File: config.mk
export PLATFORM = sky130hd
export DESIGN_NAME = calc_arbiter
export DESIGN_NICKNAME = d
export VERILOG_FILES = /design/src/rtl/calc_pkg.sv /design/src/rtl/CombCalc.sv /design/src/rtl/calc_arbiter.sv
export SDC_FILE = /design/constraint.sdc
export NUM_CORES = 1
export LEC_CHECK = 0
export CAP_MARGIN = 15
export CORE_UTILIZATION = 45
export DETAILED_ROUTE_END_ITERATION = 12
export PLACE_DENSITY_LB_ADDON = 0.25
export SETUP_SLACK_MARGIN = 0.05
export SLEW_MARGIN = 20
export SYNTH_ARGS = -nofsm -noshare
export SYNTH_HDL_FRONTEND = slang
export SYNTH_SLANG_ARGS = --single-unit
export TNS_END_PERCENT = 1
File: constraint.sdc
create_clock -name clk -period 1.65 [get_ports clk]
set_input_delay 0.165 -clock clk [delete_from_list [all_inputs] [get_ports clk]]
set_output_delay 0.165 -clock clk [all_outputs]
set_load 0.02 [all_outputs]
File: src/rtl/calc_pkg.sv
`default_nettype none
// ============================================================================
// Module  : calc_pkg
// Brief   : Shared widths, FSM state encoding and CombCalc opcode names.
// Revision: 1.0 - initial release
// ============================================================================
package calc_pkg;

    localparam int CALC_W    = 4;
    localparam int CALC_OPW  = 3;
    localparam int CALC_CNTW = 8;

    localparam int              ST_W    = 2;
    localparam logic [ST_W-1:0] ST_IDLE = 2'd0;
    localparam logic [ST_W-1:0] ST_EXEC = 2'd1;
    localparam logic [ST_W-1:0] ST_RESP = 2'd2;

    localparam logic [2:0] OP_ADD  = 3'd0;
    localparam logic [2:0] OP_SUB  = 3'd1;
    localparam logic [2:0] OP_AND  = 3'd2;
    localparam logic [2:0] OP_OR   = 3'd3;
    localparam logic [2:0] OP_XOR  = 3'd4;
    localparam logic [2:0] OP_NEG  = 3'd5;
    localparam logic [2:0] OP_SHL  = 3'd6;
    localparam logic [2:0] OP_PASS = 3'd7;

endpackage
`default_nettype wire

File: src/rtl/CombCalc.sv
`default_nettype none
// ============================================================================
// Module  : CombCalc
// Brief   : Combinational two's-complement calculator with signed overflow.
// Revision: 1.0 - initial release
// ============================================================================
module CombCalc
    import calc_pkg::*;
#(
    parameter int W = CALC_W
) (
    input  logic [2:0]   op,
    input  logic [W-1:0] a,
    input  logic [W-1:0] b,
    output logic [W-1:0] r,
    output logic         ovf
);

    always_comb begin
        r   = '0;
        ovf = 1'b0;
        case (op)
            OP_ADD: begin
                r   = a + b;
                ovf = (a[W-1] == b[W-1]) && (r[W-1] != a[W-1]);
            end
            OP_SUB: begin
                r   = a - b;
                ovf = (a[W-1] != b[W-1]) && (r[W-1] != a[W-1]);
            end
            OP_AND:  r = a & b;
            OP_OR:   r = a | b;
            OP_XOR:  r = a ^ b;
            OP_NEG: begin
                r   = -a;
                ovf = (a == {1'b1, {(W-1){1'b0}}});
            end
            OP_SHL: begin
                r   = a << 1;
                ovf = a[W-1] ^ a[W-2];
            end
            default: r = a;
        endcase
    end

endmodule
`default_nettype wire

File: src/rtl/calc_arbiter.sv
`default_nettype none
// ============================================================================
// Module  : calc_arbiter
// Brief   : Round-robin sharing of one CombCalc between two requesters, with
//           registered responses and saturating per-requester overflow counts.
// Revision: 1.0 - initial release
// ============================================================================
module calc_arbiter
    import calc_pkg::*;
#(
    parameter int W    = CALC_W,
    parameter int OPW  = CALC_OPW,
    parameter int CNTW = CALC_CNTW
) (
    input  logic              clk,
    input  logic              reset,
    input  logic [1:0]        req_valid,
    output logic [1:0]        req_ready,
    input  logic [2*OPW-1:0]  req_op,
    input  logic [2*W-1:0]    req_a,
    input  logic [2*W-1:0]    req_b,
    output logic [1:0]        rsp_valid,
    input  logic [1:0]        rsp_ready,
    output logic [W-1:0]      rsp_r,
    output logic              rsp_ovf,
    input  logic              ovf_clr,
    output logic [CNTW-1:0]   ovf_cnt0,
    output logic [CNTW-1:0]   ovf_cnt1
);

    logic [ST_W-1:0] r_state;
    logic [ST_W-1:0] w_next;
    logic            r_last_grant;
    logic            r_grant;
    logic            w_grant;
    logic            w_req_hs;
    logic            w_rsp_hs;
    logic [OPW-1:0]  r_op;
    logic [W-1:0]    r_a;
    logic [W-1:0]    r_b;
    logic [W-1:0]    w_r;
    logic            w_ovf;
    logic [1:0]      r_rsp_valid;
    logic [W-1:0]    r_rsp_r;
    logic            r_rsp_ovf;
    logic [CNTW-1:0] r_cnt0;
    logic [CNTW-1:0] r_cnt1;

    // A lone requester always wins; on contention the one not served last wins.
    assign w_grant  = (&req_valid) ? ~r_last_grant : req_valid[1];
    assign w_req_hs = (r_state == ST_IDLE) && (|req_valid);
    assign w_rsp_hs = (r_state == ST_RESP) && rsp_ready[r_grant];

    always_ff @(posedge clk) begin
        if (reset) begin
            r_state <= ST_IDLE;
        end else begin
            r_state <= w_next;
        end
    end

    always_comb begin
        w_next = r_state;
        case (r_state)
            ST_IDLE: if (w_req_hs) w_next = ST_EXEC;
            ST_EXEC: w_next = ST_RESP;
            ST_RESP: if (w_rsp_hs) w_next = ST_IDLE;
            default: w_next = ST_IDLE;
        endcase
    end

    always_comb begin
        req_ready = 2'b00;
        if (w_req_hs) begin
            req_ready[w_grant] = 1'b1;
        end
    end

    always_ff @(posedge clk) begin
        if (reset) begin
            r_last_grant <= 1'b1;
            r_grant      <= 1'b0;
            r_op         <= '0;
            r_a          <= '0;
            r_b          <= '0;
            r_rsp_valid  <= 2'b00;
            r_rsp_r      <= '0;
            r_rsp_ovf    <= 1'b0;
        end else begin
            if (w_req_hs) begin
                r_grant      <= w_grant;
                r_last_grant <= w_grant;
                r_op         <= w_grant ? req_op[2*OPW-1:OPW] : req_op[OPW-1:0];
                r_a          <= w_grant ? req_a[2*W-1:W]      : req_a[W-1:0];
                r_b          <= w_grant ? req_b[2*W-1:W]      : req_b[W-1:0];
            end
            if (r_state == ST_EXEC) begin
                r_rsp_r     <= w_r;
                r_rsp_ovf   <= w_ovf;
                r_rsp_valid <= {r_grant, ~r_grant};
            end
            if (w_rsp_hs) begin
                r_rsp_valid <= 2'b00;
            end
        end
    end

    // Clear takes priority over a same-cycle increment.
    always_ff @(posedge clk) begin
        if (reset || ovf_clr) begin
            r_cnt0 <= '0;
            r_cnt1 <= '0;
        end else if (w_rsp_hs && r_rsp_ovf) begin
            if (!r_grant && (r_cnt0 != {CNTW{1'b1}})) r_cnt0 <= r_cnt0 + CNTW'(1);
            if ( r_grant && (r_cnt1 != {CNTW{1'b1}})) r_cnt1 <= r_cnt1 + CNTW'(1);
        end
    end

    CombCalc #(
        .W (W)
    ) u_calc (
        .op  (r_op),
        .a   (r_a),
        .b   (r_b),
        .r   (w_r),
        .ovf (w_ovf)
    );

    assign rsp_valid = r_rsp_valid;
    assign rsp_r     = r_rsp_r;
    assign rsp_ovf   = r_rsp_ovf;
    assign ovf_cnt0  = r_cnt0;
    assign ovf_cnt1  = r_cnt1;

endmodule
`default_nettype wire

==> impl_results.md <==
- Hold Path Cell Cnt: 2
- Cts hold-fix bufs: 0
- Worst path depth: 8
- Number of synthesized flops with an enable pin: 0
- # H-tree levels: 2
- CTS tree: yes
- Syn Area/Cell: approximately 8.4 µm²
- Leakage power: about 0.0012 µW
- Failing checks: negative setup slack
- Final worst setup slack: -26.57 ps
- WL final: 5.444 mm
- Post-Layout Cell Count: 408
- Port bufs: 53
- Worst ir drop on vdd: 0.6428 mV
- Yosys reg bits: 38
- Post-Syn Area: approximately 2200 µm²
- Clock transition at the registers of the reported paths: roughly 80 ps
- Critical path endpoint category: register
- Routed vias: roughly 2,100
- Reg2reg setup slack: -30 ps
- Largest net degree at the start of global routing: 26
- CP Buf/Inv Count: 1
- Max FO, Critical Path: 4
- Ratio of cells with drive above 1 in the final layout: between 10% and 20%
- Kind of critical path: register to register
- Worst R2R Start: r_a[0]
- Reg-to-reg endpoint: rsp_r[2]
- Global-route wire length before repair: 9.321 mm
- Cell Int Power: around 1700 µW
- Sw Share: 31.27%
- Initial Utilization: 46.91%
- Initial antenna violation count: 0
- Max Slew Vio Count: 0
- Fin Setup TNS: -44.32 ps
- Initial DRC count: 176
- FMAX: 596.5 MHz
- # Max-Cap Violations: 0
- Worst Setup Start Kind: register
- Synth-to-Final Area Change: 44.04%
- Die Y: around 72 µm
- Filler instances: 401
- Die X-Extent: a little over 70 µm
- Post-synth ARST share: 0%
- DR WL/cell: 13.34 µm
- CP delay by family, top: adder cells
- Critical path arrival: ~1900 ps
- Iteration count of the initial detailed-routing pass: 4
- Final Hold Viols: 0
- Total GRT Usage: ~23%
- Least-Margin Pin Slew: 403.8 ps
- Synthesized Nets: a little over 300
- Net Sw Power: 768.0 µW
- R2R cell count: 8
- Clock latency at the later pin of the worst-skew pair: 290 ps
- Commonest cells after routing, fill and taps aside: 51 x clkdlybuf4s50_1, 43 x nor2_1, 32 x dfxtp_1, 32 x buf_4, 15 x nand2_1
- Min Hold Slack: 466.5 ps
- Warnings, synthesis: 0
- RSZ-0062 raised after global routing: true
- Status: finished with violations
- Final core occ: 67.58%
- WP data required: 1840 ps
- # IOs: 54
- Clock power share: about 28%
- Final Critical Period: around 1700 ps
- Crit-path slowest cell: dfxtp_4
- Number of global-route vias before repair: just under 2,000
- CTS Root Cell: clkbuf_8
- Post-synthesis sequential area ratio: 34.33%
- Crit-path cells: inv_4 -> ha_4 -> fa_2 -> mux2i_1 -> xnor2_1 -> nand2_1 -> nand3_1 -> a32o_1
- PwrDens: 769.5 nW/µm²
- Setup Skew: 7.196 ps
- Relative slew slack: 73.04%
- Crit path largest cell delay: 400 ps
- Hold Path Class: register to register
- Commonest non-fill, non-tap cell in the layout: clkdlybuf4s50_1
- Distinct cell type count of the synthesized netlist: 50
- Most common flop cell mapped by yosys: dfxtp_1
- Nets: roughly 390
- Final setup vio count: 2
- Final period util: 101.6%
- Hold path startpoint: rsp_r[0]
- Post-Place Cells: 400
- CTS Buffer Depth: 2
- Clock buffer count from CTS: 5
- FP Rows: 25
- Placed wire-length estimate: ~4.1 mm
- Die Area: 5209 µm²
- Routed vias/inst: 5.228
- Register share of total power: 42.1%
- Setup Buffers After CTS: 0
- Drc violations: 0
- Antenna Nets Post-Route: 0
- CTS sink count: 38
- Hold Path Sink: rsp_r[0]
- Gate Count Post-Synth: 263
- Combinational Power Share: 30.0%
- Placer Congestion: 0.8828
- CORE AREA: ~4700 µm²
- # diodes: 0
- Global route overflow: 0
==> sequential cells by signal, indices dropped and copies added (netlist names) <==
name and cells:
rsp_ovf 1, rsp_r 4, ovf_cnt1 8, rsp_valid 2, r_op 3, r_b 4
r_state 2, r_grant 1, r_a 4, r_last_grant 1, ovf_cnt0 8
==> kinds of logic (layout without fill, tap and decap cells) <==
family,after synthesis,in the layout,share of synthesized area [%]
AND/OR/NAND/NOR,102,102,22.70
adder cells (fa/ha/maj),17,17,10.28
flip-flops,38,38,34.33
AO/OA/AOI/OAI,53,53,17.56
XOR/XNOR,18,18,7.115
multiplexers,7,7,3.219
buffers and inverters,28,106,4.799
==> synthesized netlist by cell type, drive strengths merged, types with 2 or more instances <==
cell,n,area share [%]
inv,12,2.0
nand3b,2,1.2
nand4,2,0.56
and3,6,1.7
nor2b,2,0.56
o211ai,4,1.4
mux2i,6,2.7
a21oi,10,2.3
ha,15,8.5
a21o,2,0.68
nor4b,2,0.79
dfxtp,38,34
nand2b,4,1.1
a222oi,11,5.0
a211oi,2,0.68
nand2,15,2.5
xor2,8,3.2
nand3,9,2.0
o221ai,3,1.2
buf,2,0.39
fa,2,1.8
nor2,44,7.6
o21ai,9,2.0
clkbuf,14,2.4
xnor2,10,4.0
nor3,9,2.0
==> worst reg2reg max path, stage by stage (launching register included) <==
cell and delay [ps]:
dfxtp_4 400, inv_4 50, ha_4 160, fa_2 320
mux2i_1 200, xnor2_1 90, nand2_1 70, nand3_1 80
a32o_1 210
==> area by class of cell <==
class	instances	area (µm²)	share of cell area, %
repair buffers	86	787.0	24.66
flip-flops and latches	38	778.2	24.38
multi-input cells	197	1400	43.87
clock inverters	2	12.51	0.3920
clock buffers	6	82.58	2.587
well taps	67	83.83	2.626
inverters	12	47.55	1.490
==> stage by stage <==
step | worst slack [ps] | total power [µW] | cell area, µm²
3_5_place_dp | -223.5 | 1762 | 3039
3_3_place_gp | -208.9 | 1748 | 3039
5_1_grt | -104.1 | 2593 | 3192
2_1_floorplan | -73.73 | 1449 | 2232
4_1_cts | -29.60 | 2464 | 3181
6_report | -26.57 | 2456 | 3192
==> timing repair <==
action,4_1_cts,5_1_grt
endpoints found under the hold margin,0,0
endpoints found under the setup margin,12,14
pin swaps,5,5
cloned,0,0
gates resized for setup,22,2
==> how the worst max path moves through the flow <==
stage	from	slack (ps)	end
floorplan	r_state[0]	-70	ovf_cnt0[7]
global placement	rsp_ready[0]	-210	ovf_cnt0[7]
detailed placement	rsp_ready[0]	-220	ovf_cnt0[7]
CTS	r_a[0]	-30	rsp_r[2]
global route	r_a[0]	-100	rsp_r[1]
finish	r_a[0]	-30	rsp_r[2]
==> per-layer routing <==
metal / global-route usage, % / wire [µm] / share of wire [%] / up-vias
met2: 35.62 / 2480 / 46 / 64
met3: 4.028 / 274 / 5.0 / 5
li1: - / - / - / 1096
met1: 32.07 / 2631 / 48 / 968
met5: 0 / 0 / 0 / -
met4: 5.882 / 57 / 1.0 / 0
==> power groups by stage <==
stage / registers [µW] / logic (µW) / clock network (µW)
2_1_floorplan: 1060 / 385 / 0
3_3_place_gp: 1050 / 702 / 0
3_5_place_dp: 1050 / 714 / 0
4_1_cts: 1030 / 731 / 699
5_1_grt: 1040 / 816 / 734
6_report: 1030 / 737 / 685
Power figures use the tool's default switching activity.
